**config.mk**
```make
export PLATFORM = sky130hd
export DESIGN_NAME = hsst_tx_sched_flat
export DESIGN_NICKNAME = d
export VERILOG_FILES = /design/src/rtl/hsst_pkg.sv /design/src/rtl/hsst_tx_sched_if.sv /design/src/rtl/hsst_rr_arb.sv /design/src/rtl/hsst_tx_sched.sv /design/src/flat_wrapper.sv
export SDC_FILE = /design/constraint.sdc
export NUM_CORES = 1
export LEC_CHECK = 0
export CAP_MARGIN = 10
export CORE_MARGIN = 4
export CORE_UTILIZATION = 53
export CTS_CLUSTER_SIZE = 40
export DETAILED_ROUTE_END_ITERATION = 8
export GPL_ROUTABILITY_DRIVEN = 0
export MAX_ROUTING_LAYER = met4
export PLACE_DENSITY = 0.92
export SETUP_SLACK_MARGIN = 0.2
export SLEW_MARGIN = 40
export SYNTH_ARGS = -nofsm -noshare
export SYNTH_HDL_FRONTEND = slang
export SYNTH_SLANG_ARGS = --single-unit
```
**constraint.sdc**
```tcl
create_clock -name clk -period 4.25 [get_ports clk]
set_input_delay 0.6375 -clock clk [delete_from_list [all_inputs] [get_ports clk]]
set_output_delay 0.6375 -clock clk [all_outputs]
set_load 0.02 [all_outputs]
```
**src/rtl/hsst_pkg.sv**
```systemverilog
// Shared constants for the HSST transmit scheduler: lane control words,
// K-flag patterns, FSM state encoding and the payload-length clamp.
package hsst_pkg;

   typedef logic [2:0] hsst_state_t;

   localparam hsst_state_t S_IDLE = 3'd0;
   localparam hsst_state_t S_PRE  = 3'd1;
   localparam hsst_state_t S_SOF  = 3'd2;
   localparam hsst_state_t S_DATA = 3'd3;
   localparam hsst_state_t S_CHK  = 3'd4;
   localparam hsst_state_t S_EOF  = 3'd5;
   localparam hsst_state_t S_GAP  = 3'd6;

   localparam logic [31:0] K_IDLE      = 32'hff_00_00_bc;
   localparam logic [7:0]  K_SOF_CHAR  = 8'h5C;
   localparam logic [31:0] K_EOF       = 32'h0000_00FD;
   localparam logic [3:0]  K_FLAG_CTRL = 4'b0001;
   localparam logic [3:0]  K_FLAG_DATA = 4'b0000;

   function automatic logic [15:0] clamp_len(input logic [15:0] len,
                                             input logic [15:0] max_len);
      return (len > max_len) ? max_len : len;
   endfunction

endpackage

```
**src/rtl/hsst_tx_sched_if.sv**
```systemverilog
// Source-side handshake, FIFO read port and HSST lane output of the scheduler.
// master = scheduler, slave = frame sources / lane consumer.
interface hsst_tx_sched_if;
   logic [1:0]  req;
   logic [15:0] len0;
   logic [15:0] len1;
   logic [1:0]  ack;
   logic [1:0]  rd_en;
   logic [31:0] rd_data0;
   logic [31:0] rd_data1;
   logic [1:0]  done;
   logic        busy;
   logic [31:0] hsst_txd;
   logic [3:0]  hsst_txk;

   modport master (
      input  req, len0, len1, rd_data0, rd_data1,
      output ack, rd_en, done, busy, hsst_txd, hsst_txk
   );

   modport slave (
      output req, len0, len1, rd_data0, rd_data1,
      input  ack, rd_en, done, busy, hsst_txd, hsst_txk
   );
endinterface

```
**src/rtl/hsst_rr_arb.sv**
```systemverilog
// Two-requester round-robin arbiter; on a tie the channel not granted last wins.
module hsst_rr_arb (
   input  logic       clk,
   input  logic       rst_n,
   input  logic [1:0] req,
   input  logic       en,
   output logic [1:0] gnt
);

   // prio_q = 1 means ch1 is preferred on the next tie
   logic prio_q, prio_d;

   always_comb begin
      gnt    = 2'b00;
      prio_d = prio_q;
      if (en) begin
         if (req == 2'b11) gnt = prio_q ? 2'b10 : 2'b01;
         else              gnt = req;
         if (gnt != 2'b00) prio_d = gnt[0];
      end
   end

   always_ff @(posedge clk or negedge rst_n) begin
      if (!rst_n) prio_q <= 1'b0;
      else        prio_q <= prio_d;
   end

endmodule

```
**src/rtl/hsst_tx_sched.sv**
```systemverilog
// HSST transmit scheduler: arbitrates two frame sources and serialises
// IDLE/SOF/payload/EOF words onto one lane. HSST_TX_CHKSUM_EN adds an XOR check word.
//
// state  | meaning
// S_IDLE | lane idles, arbitrate pending requests
// S_PRE  | first FIFO read in flight, lane idles
// S_SOF  | start-of-frame header (length, source id)
// S_DATA | N payload words from the granted FIFO
// S_CHK  | XOR of the payload (HSST_TX_CHKSUM_EN only)
// S_EOF  | end-of-frame control word, done pulse
// S_GAP  | IDLE_GAP idle words before the next arbitration
module hsst_tx_sched
   import hsst_pkg::*;
#(
   parameter int MAX_WORDS = 128,
   parameter int IDLE_GAP  = 4
) (
   input  logic             clk,
   input  logic             rst_n,
   hsst_tx_sched_if.master  bus
);

   hsst_state_t state_q, state_d;
   logic [15:0] len_q, len_d;
   logic        src_q, src_d;
   logic [8:0]  cnt_q, cnt_d;
   logic [8:0]  rd_left_q, rd_left_d;
   logic [1:0]  rd_en_q, rd_en_d;
   logic [1:0]  ack_q, ack_d;
   logic [1:0]  done_q, done_d;
   logic [31:0] data_q, data_d;
   logic [31:0] txd_q, txd_d;
   logic [3:0]  txk_q, txk_d;
`ifdef HSST_TX_CHKSUM_EN
   logic [31:0] chk_q, chk_d;
`endif

   logic [1:0]  gnt;
   logic        gnt_en;
   logic [15:0] len_grant;

   // ack_q blocks a re-grant in the cycle after a zero-length ack
   assign gnt_en    = (state_q == S_IDLE) && (ack_q == 2'b00);
   assign len_grant = clamp_len(gnt[1] ? bus.len1 : bus.len0, 16'(MAX_WORDS));

   hsst_rr_arb u_arb (
      .clk   (clk),
      .rst_n (rst_n),
      .req   (bus.req),
      .en    (gnt_en),
      .gnt   (gnt)
   );

   always_comb begin
      state_d   = state_q;
      len_d     = len_q;
      src_d     = src_q;
      cnt_d     = cnt_q;
      rd_left_d = rd_left_q;
      rd_en_d   = rd_en_q;
      ack_d     = 2'b00;
      done_d    = 2'b00;
      // FIFO data is restaged one cycle so payload lands right after SOF
      data_d    = src_q ? bus.rd_data1 : bus.rd_data0;
      txd_d     = K_IDLE;
      txk_d     = K_FLAG_CTRL;
`ifdef HSST_TX_CHKSUM_EN
      chk_d     = chk_q;
`endif

      if (rd_en_q != 2'b00) begin
         if (rd_left_q == 9'd0) rd_en_d   = 2'b00;
         else                   rd_left_d = rd_left_q - 9'd1;
      end

      case (state_q)
         S_IDLE: begin
            if (gnt != 2'b00) begin
               ack_d = gnt;
               src_d = gnt[1];
               len_d = len_grant;
`ifdef HSST_TX_CHKSUM_EN
               chk_d = 32'h0;
`endif
               if (len_grant == 16'd0) begin
                  done_d = gnt;
               end else begin
                  state_d   = S_PRE;
                  rd_en_d   = gnt;
                  rd_left_d = len_grant[8:0] - 9'd1;
               end
            end
         end
         S_PRE: state_d = S_SOF;
         S_SOF: begin
            txd_d   = {len_q, 7'd0, src_q, K_SOF_CHAR};
            cnt_d   = len_q[8:0] - 9'd1;
            state_d = S_DATA;
         end
         S_DATA: begin
            txd_d = data_q;
            txk_d = K_FLAG_DATA;
`ifdef HSST_TX_CHKSUM_EN
            chk_d = chk_q ^ data_q;
`endif
            if (cnt_q == 9'd0) begin
`ifdef HSST_TX_CHKSUM_EN
               state_d = S_CHK;
`else
               state_d = S_EOF;
`endif
            end else begin
               cnt_d = cnt_q - 9'd1;
            end
         end
`ifdef HSST_TX_CHKSUM_EN
         S_CHK: begin
            txd_d   = chk_q;
            txk_d   = K_FLAG_DATA;
            state_d = S_EOF;
         end
`endif
         S_EOF: begin
            txd_d   = K_EOF;
            done_d  = src_q ? 2'b10 : 2'b01;
            cnt_d   = 9'(IDLE_GAP - 1);
            state_d = S_GAP;
         end
         S_GAP: begin
            if (cnt_q == 9'd0) state_d = S_IDLE;
            else               cnt_d   = cnt_q - 9'd1;
         end
         default: state_d = S_IDLE;
      endcase
   end

   always_ff @(posedge clk or negedge rst_n) begin
      if (!rst_n) begin
         state_q   <= S_IDLE;
         len_q     <= 16'd0;
         src_q     <= 1'b0;
         cnt_q     <= 9'd0;
         rd_left_q <= 9'd0;
         rd_en_q   <= 2'b00;
         ack_q     <= 2'b00;
         done_q    <= 2'b00;
         data_q    <= 32'h0;
         txd_q     <= K_IDLE;
         txk_q     <= K_FLAG_CTRL;
`ifdef HSST_TX_CHKSUM_EN
         chk_q     <= 32'h0;
`endif
      end else begin
         state_q   <= state_d;
         len_q     <= len_d;
         src_q     <= src_d;
         cnt_q     <= cnt_d;
         rd_left_q <= rd_left_d;
         rd_en_q   <= rd_en_d;
         ack_q     <= ack_d;
         done_q    <= done_d;
         data_q    <= data_d;
         txd_q     <= txd_d;
         txk_q     <= txk_d;
`ifdef HSST_TX_CHKSUM_EN
         chk_q     <= chk_d;
`endif
      end
   end

   assign bus.ack      = ack_q;
   assign bus.rd_en    = rd_en_q;
   assign bus.done     = done_q;
   assign bus.busy     = (state_q != S_IDLE);
   assign bus.hsst_txd = txd_q;
   assign bus.hsst_txk = txk_q;

endmodule

```
**src/flat_wrapper.sv**
```systemverilog
// flat-port wrapper written by rule: the top's interface ports become plain ports
module hsst_tx_sched_flat import hsst_pkg::*;
#(
   parameter int MAX_WORDS = 128,
   parameter int IDLE_GAP  = 4
)
  (clk, rst_n, bus_req, bus_len0, bus_len1, bus_rd_data0, bus_rd_data1, bus_ack, bus_rd_en, bus_done, bus_busy, bus_hsst_txd, bus_hsst_txk);
  hsst_tx_sched_if bus_i ();
  input  logic clk;
  input  logic rst_n;
  input wire logic [$bits(bus_i.req)-1:0] bus_req;
  input wire logic [$bits(bus_i.len0)-1:0] bus_len0;
  input wire logic [$bits(bus_i.len1)-1:0] bus_len1;
  input wire logic [$bits(bus_i.rd_data0)-1:0] bus_rd_data0;
  input wire logic [$bits(bus_i.rd_data1)-1:0] bus_rd_data1;
  output wire logic [$bits(bus_i.ack)-1:0] bus_ack;
  output wire logic [$bits(bus_i.rd_en)-1:0] bus_rd_en;
  output wire logic [$bits(bus_i.done)-1:0] bus_done;
  output wire logic [$bits(bus_i.busy)-1:0] bus_busy;
  output wire logic [$bits(bus_i.hsst_txd)-1:0] bus_hsst_txd;
  output wire logic [$bits(bus_i.hsst_txk)-1:0] bus_hsst_txk;
  assign bus_i.req = bus_req;
  assign bus_i.len0 = bus_len0;
  assign bus_i.len1 = bus_len1;
  assign bus_i.rd_data0 = bus_rd_data0;
  assign bus_i.rd_data1 = bus_rd_data1;
  assign bus_ack = bus_i.ack;
  assign bus_rd_en = bus_i.rd_en;
  assign bus_done = bus_i.done;
  assign bus_busy = bus_i.busy;
  assign bus_hsst_txd = bus_i.hsst_txd;
  assign bus_hsst_txk = bus_i.hsst_txk;
  hsst_tx_sched #(.MAX_WORDS(MAX_WORDS), .IDLE_GAP(IDLE_GAP)) u_core (.clk(clk), .rst_n(rst_n), .bus(bus_i));
endmodule
```
==> run_results.csv, run 1 <==
group,metric,value,unit
status,status,"finished clean",
synthesis,yosysMostFrequentCell,"dfrtp_1",
sta,final-hold-violation-count,0,
place,dp.cells,760,
route,ant_nets,0,
critical_path,r2r-end,"u_core.cnt_q[2]",
layout,drive_gt1_frac,0.149,
grt,grt_pass1_vias,4740,
grt,grt-ovfl-total,0,
grt,grt_start_max_net_pins,80,
die,row_count,36,
sta,skew,0.00724,ns
critical_path,cp-start-kind,"input port",
synthesis,synth_cell_types,59,
route,vias,4667,
place,io_buffers,139,
place,hpwlAfterDp,10.8,mm
sta,tightest_slew,0.712,ns
die,die_area,11900,um2
critical_path,r2r_start,"u_core.state_q[2]",
grt,grt_pass1_wl,23.5,mm
synthesis,syn_inst,508,
sta,slew-limit-headroom,0.525,
job,maxCapViolations,0,
synthesis,yosysTopAreaCellShare,0.443,
clock_tree,root_buffer,"clkbuf_8",
layout,fin_nets,742,
critical_path,critPathMaxFanout,10,
power,powerDensity,270,nW/um2
clock_tree,cts-resized-gates,0,
route,drt-initial-drc-count,625,
layout,final_cell_count_no_fill,777,
route,wl,15.1,mm
clock_tree,cts_hold_buf,0,
critical_path,critPathArrivalTime,3.57,ns
route,avgViaCountPerCell,6.01,
route,drtPass1Iterations,6,
critical_path,endpoint_kind,"register",
sta,finalSetupViolations,0,
power,peakVddDrop,0.165,mV
sta,finalMaxSlewViolations,0,
clock_tree,cts_inserted_buffers,9,
clock_tree,cts_max_level,3,
synthesis,yosysSeqAreaShare,0.511,
power,p_leak,3.08,nW
layout,nFillCells,643,
sta,period_minus_slack,3.27,ns
clock_tree,tritoncts,"built",
die,die_w,109,um
synthesis,synth_flop_cell,"dfrtp_1",
die,core_area,9860,um2
layout,syn2layout_area_growth,30.7,%
synthesis,synth_area_leader_cell,"dfrtp_1",
synthesis,ys_top_cells_by_count,"dfrtp_1, nand2_1, mux2_2",
sta,rsz0062_at_grt,"no",
clock_tree,clk_pin_slew,0.11,ns
worst_hold_path,hp-class,"in -> async",
die,ios,143,
sta,tns,0,ns
synthesis,ys.warnings.count,0,
grt,antenna_found_initial,0,
die,die_h,109,um
route,drc,0,
clock_tree,cts_max_path_buffers,2,
synthesis,netlist_area,5420,um2
critical_path,r2r_cells,9,
critical_path,r2r_slack,1.05,ns
layout,diodes,0,
synthesis,synthArstFlopShare,1.00,
clock_tree,postCtsSetupBuffers,0,
die,start_util,0.549,
synthesis,yosys-top-cells-area,"dfrtp_1, mux2_2, dfstp_2",
clock_tree,clkSinkCount,110,
route,wl_per_cell,19.4,um
grt,track_usage,0.262,
sta,max_freq,0.306,GHz
critical_path,required,4.55,ns
critical_path,path_class,"in -> reg",
synthesis,avgSynthCellArea,10.7,um2
clock_tree,insertion_delay,0.38,ns
synthesis,synth_edf_count,0,
sta,period_share,0.769,
synthesis,ys_seq_elements,110,
-- worst max-delay path by stage --
stage                           from             endpoint  slack [ns]
after CTS                 bus_req[1]    u_core.state_q[0]        0.90
after floorplan           bus_req[1]  u_core.bus.rd_en[0]        1.38
final                     bus_req[1]  u_core.rd_left_q[2]        0.98
after detailed placement  bus_req[1]    u_core.state_q[0]        0.52
after global routing      bus_req[1]  u_core.rd_left_q[2]        0.70
after global placement    bus_req[1]    u_core.state_q[0]        0.58
-- per-layer routing --
| layer | vias to the layer above | part of all wire | global-route usage |
|---|---|---|---|
| met5 | - | 0 | - |
| met4 | 0 | 0.031 | 0.100 |
| met3 | 52 | 0.080 | 0.0474 |
| met2 | 294 | 0.52 | 0.439 |
| met1 | 2250 | 0.37 | 0.317 |
| li1 | 2071 | - | - |
-- cell families after synthesis --
family,share of synthesized area
adders and majority gates,0.00693
AOI/OAI and AO/OA,0.118
muxes,0.135
xor gates and xnor gates,0.0178
buffers and inverters,0.0353
DFF,0.511
and+or+nand+nor,0.175
other,0.000692
-- layout by cell type, fill, tap and decap left out, types with 4 or more instances in the layout --
cell	Yosys	final
clkdlybuf4s50_1	0	138
dfrtp_1	96	95
nand2_1	50	50
mux2_2	37	37
mux2i_1	29	29
nor2_1	28	28
a21oi_1	26	26
o21ai_0	24	24
nor3_1	19	19
dfstp_2	14	14
inv_1	11	11
and2_1	11	11
nand3_1	11	11
o22ai_1	9	9
clkbuf_8	0	9
and3_1	8	8
nand3b_1	8	8
buf_4	3	8
nor4_1	7	7
or4_1	6	6
or3_1	6	6
o21ai_1	6	6
xor2_1	6	6
or2_2	5	5
xnor2_1	5	5
or4_4	4	4
o31ai_1	4	4
o211ai_1	4	4
a2bb2oi_1	4	4
-- critical path, stage by stage --
cell             delay [ns]
clkdlybuf4s50_1        0.51
nor3b_1                0.19
nand3_1                0.13
inv_2                  0.11
mux2i_4                0.32
a21oi_1                0.09
inv_1                  0.09
ha_1                   0.27
inv_1                  0.12
o41ai_4                0.56
buf_4                  0.27
buf_4                  0.14
nand2_1                0.05
o21ai_1                0.08
-- report_power, final --
group / switching, mW / leakage [nW] / internal, mW
Clock: 0.362 / 0.0890 / 0.223
Sequential: 0.00978 / 1.32 / 1.08
Combinational: 0.0976 / 1.67 / 0.135
Total: 0.469 / 3.08 / 1.44
-- sequential cells by signal, summed over array words and instances, names as in the netlist --
signal               count
u_core.u_arb.prio_q      1
u_core.len_q            16
u_core.data_q           32
u_core.bus.ack           2
u_core.bus.rd_en         2
u_core.src_q             1
u_core.state_q           3
u_core.bus.done          2
u_core.bus.hsst_txk      1
u_core.rd_left_q         9
u_core.cnt_q             9
u_core.bus.hsst_txd     32
-- per-stage QoR --
stage	worst slack [ns]	power, mW	utilization	hold slack [ns]	area (um2)
6_report	0.982	1.91	0.718	0.255	7080
5_1_grt	0.699	1.97	0.718	0.307	7080
4_1_cts	0.904	1.92	0.717	0.287	7070
3_5_place_dp	0.524	1.34	0.699	0.446	6890
3_3_place_gp	0.580	1.33	0.698	0.419	6890
2_1_floorplan	1.38	1.18	-	0.342	5430
-- layout make-up --
type / instances / area, um2 / share of cell area
inverter: 12 / 45.0 / 0.00636
multi-input combinational: 359 / 2460 / 0.348
timing repair buffer: 147 / 1450 / 0.205
clock buffer: 10 / 128 / 0.0180
tap: 133 / 166 / 0.0235
clock inverter: 6 / 53.8 / 0.00760
sequential: 110 / 2770 / 0.391
Power figures use the tool's default switching activity.
==> run 2, diff against run 1 <==
CORE_UTILIZATION = 49   (was 53)
PLACE_DENSITY = 0.87   (was 0.92)
clock period = 3.05 ns   (was 4.25 ns; I/O delays follow)
==> run 2 against run 1 <==
Critical path type is now reg -> reg. Highest routed layer unchanged. Largest cell class unchanged. Global-route usage decreased by 2.4 points. Total power increased by 42%. Flip-flop and latch count unchanged. Clock power increased by 47%. Clock-buffer cell count unchanged. First-iteration DRC count decreased by 37%. Non-clock buffer count increased by 17. Design area increased by 2.7%.
==> run_results.csv, run 2 (synthesis results as in run 1) <==
group,metric,value,unit
power,powerDensity,373,nW/um2
sta,finalSetupViolations,0,
die,die_w,113,um
grt,track_usage,0.238,
layout,fin_nets,759,
layout,final_common_cell,"clkdlybuf4s50_1",
power,p_int,2.04,mW
place,hpwlAfterDp,10.9,mm
sta,final-hold-violation-count,0,
clock_tree,insertion_delay,0.39,ns
power,power,2.72,mW
layout,diodes,0,
grt,antenna_found_initial,0,
route,drt-initial-drc-count,391,
die,die_area,12800,um2
place,placed_area,7030,um2
sta,tightest_slew,0.735,ns
clock_tree,cts_max_path_buffers,2,
clock_tree,clkSinkCount,110,
route,ant_nets,0,
critical_path,endpoint_kind,"register",
grt,grt_start_max_net_pins,86,
die,ios,143,
sta,max_freq,0.378,GHz
route,avgViaCountPerCell,5.75,
layout,final_cell_area,7270,um2
clock_tree,cts_inserted_buffers,9,
route,drtPass1Iterations,7,
critical_path,path_class,"reg -> reg",
critical_path,path_buf_inv,4,
clock_tree,cts_max_level,3,
job,maxCapViolations,0,
critical_path,worstPathCellList,"nor3_4 -> nand3_1 -> inv_2 -> mux2i_4 -> a21oi_1 -> inv_1 -> ha_2 -> inv_1 -> o41ai_4 -> buf_12 -> a21oi_1 -> a21o_1",
die,core_area,10800,um2
clock_tree,postCtsSetupBuffers,0,
critical_path,critPathArrivalTime,2.92,ns
sta,period_share,0.866,
layout,final_cell_mix,"clkdlybuf4s50_1, dfrtp_1, nand2_1",
route,vias,4606,
clock_tree,root_buffer,"clkbuf_8",
power,switching_share,0.249,
critical_path,critPathMaxFanout,19,
critical_path,cp_slowest_cell,"dfrtp_2",
grt,grt_pass1_vias,4725,
layout,drive_gt1_frac,0.177,
power,seq_power_share,0.559,
sta,slew-limit-headroom,0.507,
power,p_leak,3.18,nW
critical_path,required,3.33,ns
die,die_h,113,um
sta,period_minus_slack,2.64,ns
route,wl,14.8,mm
sta,finalMaxSlewViolations,0,
clock_tree,tritoncts,"built",
power,pwr-share-comb,0.124,
die,row_count,38,
status,status,"finished clean",
sta,tns,0,ns
power,p_clk_frac,0.317,
critical_path,max_stage_delay,0.51,ns
layout,syn2layout_area_growth,34.3,%
grt,grt_pass1_wl,23.7,mm
critical_path,cp-start-kind,"register",
worst_hold_path,hp-class,"reg -> reg",
die,start_util,0.500,
route,drc,0,
sta,rsz0062_at_grt,"no",
power,peakVddDrop,0.239,mV
power,p_sw,0.676,mW
sta,skew,0.0150,ns
clock_tree,clk_pin_slew,0.11,ns
critical_path,crit_family,"compound AO/OA/AOI/OAI gates",
place,io_buffers,139,
grt,grt-ovfl-total,0,
route,wl_per_cell,18.5,um
[run 2: cell types whose count changed in the layout (fill, tap and decap cells not counted), sizes merged]
cell and delta:
buf +16, clkinv -1, dlygate4sd3 +1, inv +1
[run 2: layout make-up]
| type | count | area (um2) |
|---|---|---|
| multi-input combinational | 359 | 2480 |
| inverter | 12 | 45.0 |
| timing repair buffer | 164 | 1620 |
| sequential | 110 | 2770 |
| tap | 140 | 175 |
| clock buffer | 10 | 138 |
| clock inverter | 6 | 52.6 |
| fill | 792 | 3570 |
[run 2: per-layer routing]
layer | up-vias | routed length (um) | global-route usage
met2 | 245 | 7640 | 0.400
met3 | 68 | 948 | 0.0305
li1 | 2111 | - | -
met5 | - | 0 | -
met4 | 0 | 495 | 0.0978
met1 | 2182 | 5760 | 0.293
[run 2: worst paths after layout]
| kind | from | cells past startpoint | to | slack [ns] |
|---|---|---|---|---|
| min in group asynchronous | rst_n | 2 | u_core.cnt_q[8] | 0.51 |
| worst min-delay path | u_core.data_q[3] | 1 | u_core.bus.hsst_txd[3] | 0.45 |
| worst min register to register | u_core.data_q[3] | 1 | u_core.bus.hsst_txd[3] | 0.45 |
| worst max register to register | u_core.state_q[2] | 12 | u_core.rd_left_q[5] | 0.41 |
| worst max-delay path | u_core.state_q[2] | 12 | u_core.rd_left_q[5] | 0.41 |
| max in group asynchronous | rst_n | 3 | u_core.bus.hsst_txd[7] | 1.94 |
[run 2: worst register-to-register path, delay by kind of cell (launching register included)]
kind,cells,cell delay [ns]
AOI/OAI and AO/OA,4,0.69
adders and majority gates,1,0.25
buffers and inverters,4,0.48
DFF,1,0.51
muxes,1,0.22
and+or+nand+nor,2,0.40
[run 2: timing repair]
action                     in CTS  in global routing
gates resized for setup         0                  4
setup endpoints to repair       0                 13
hold endpoints to repair        0                 21
hold buffers                    0                  1
[run 2: power groups by stage]
| stage | sequential, mW | combinational, mW | clock [mW] |
|---|---|---|---|
| after floorplan | 1.57 | 0.0676 | 0 |
| after global placement | 1.55 | 0.321 | 0 |
| after detailed placement | 1.55 | 0.331 | 0 |
| after CTS | 1.52 | 0.332 | 0.871 |
| after global routing | 1.52 | 0.359 | 0.935 |
| final | 1.52 | 0.336 | 0.862 |
[run 2: per-stage QoR]
| step | setup slack, ns | util | hold WS, ns | instances |
|---|---|---|---|---|
| after floorplan | 0.356 | - | 0.162 | 510 |
| after global placement | 0.0727 | 0.648 | 0.418 | 783 |
| after detailed placement | -0.00729 | 0.649 | 0.422 | 783 |
| after CTS | 0.257 | 0.666 | 0.141 | 799 |
| after global routing | 0.218 | 0.671 | 0.469 | 801 |
| final | 0.408 | 0.671 | 0.446 | 801 |
==> run 3, diff against run 2 <==
CTS_CLUSTER_SIZE = default   (was 40)
==> results of run 3 <==
Final layout, timing and power as in run 2 (identical DEF).
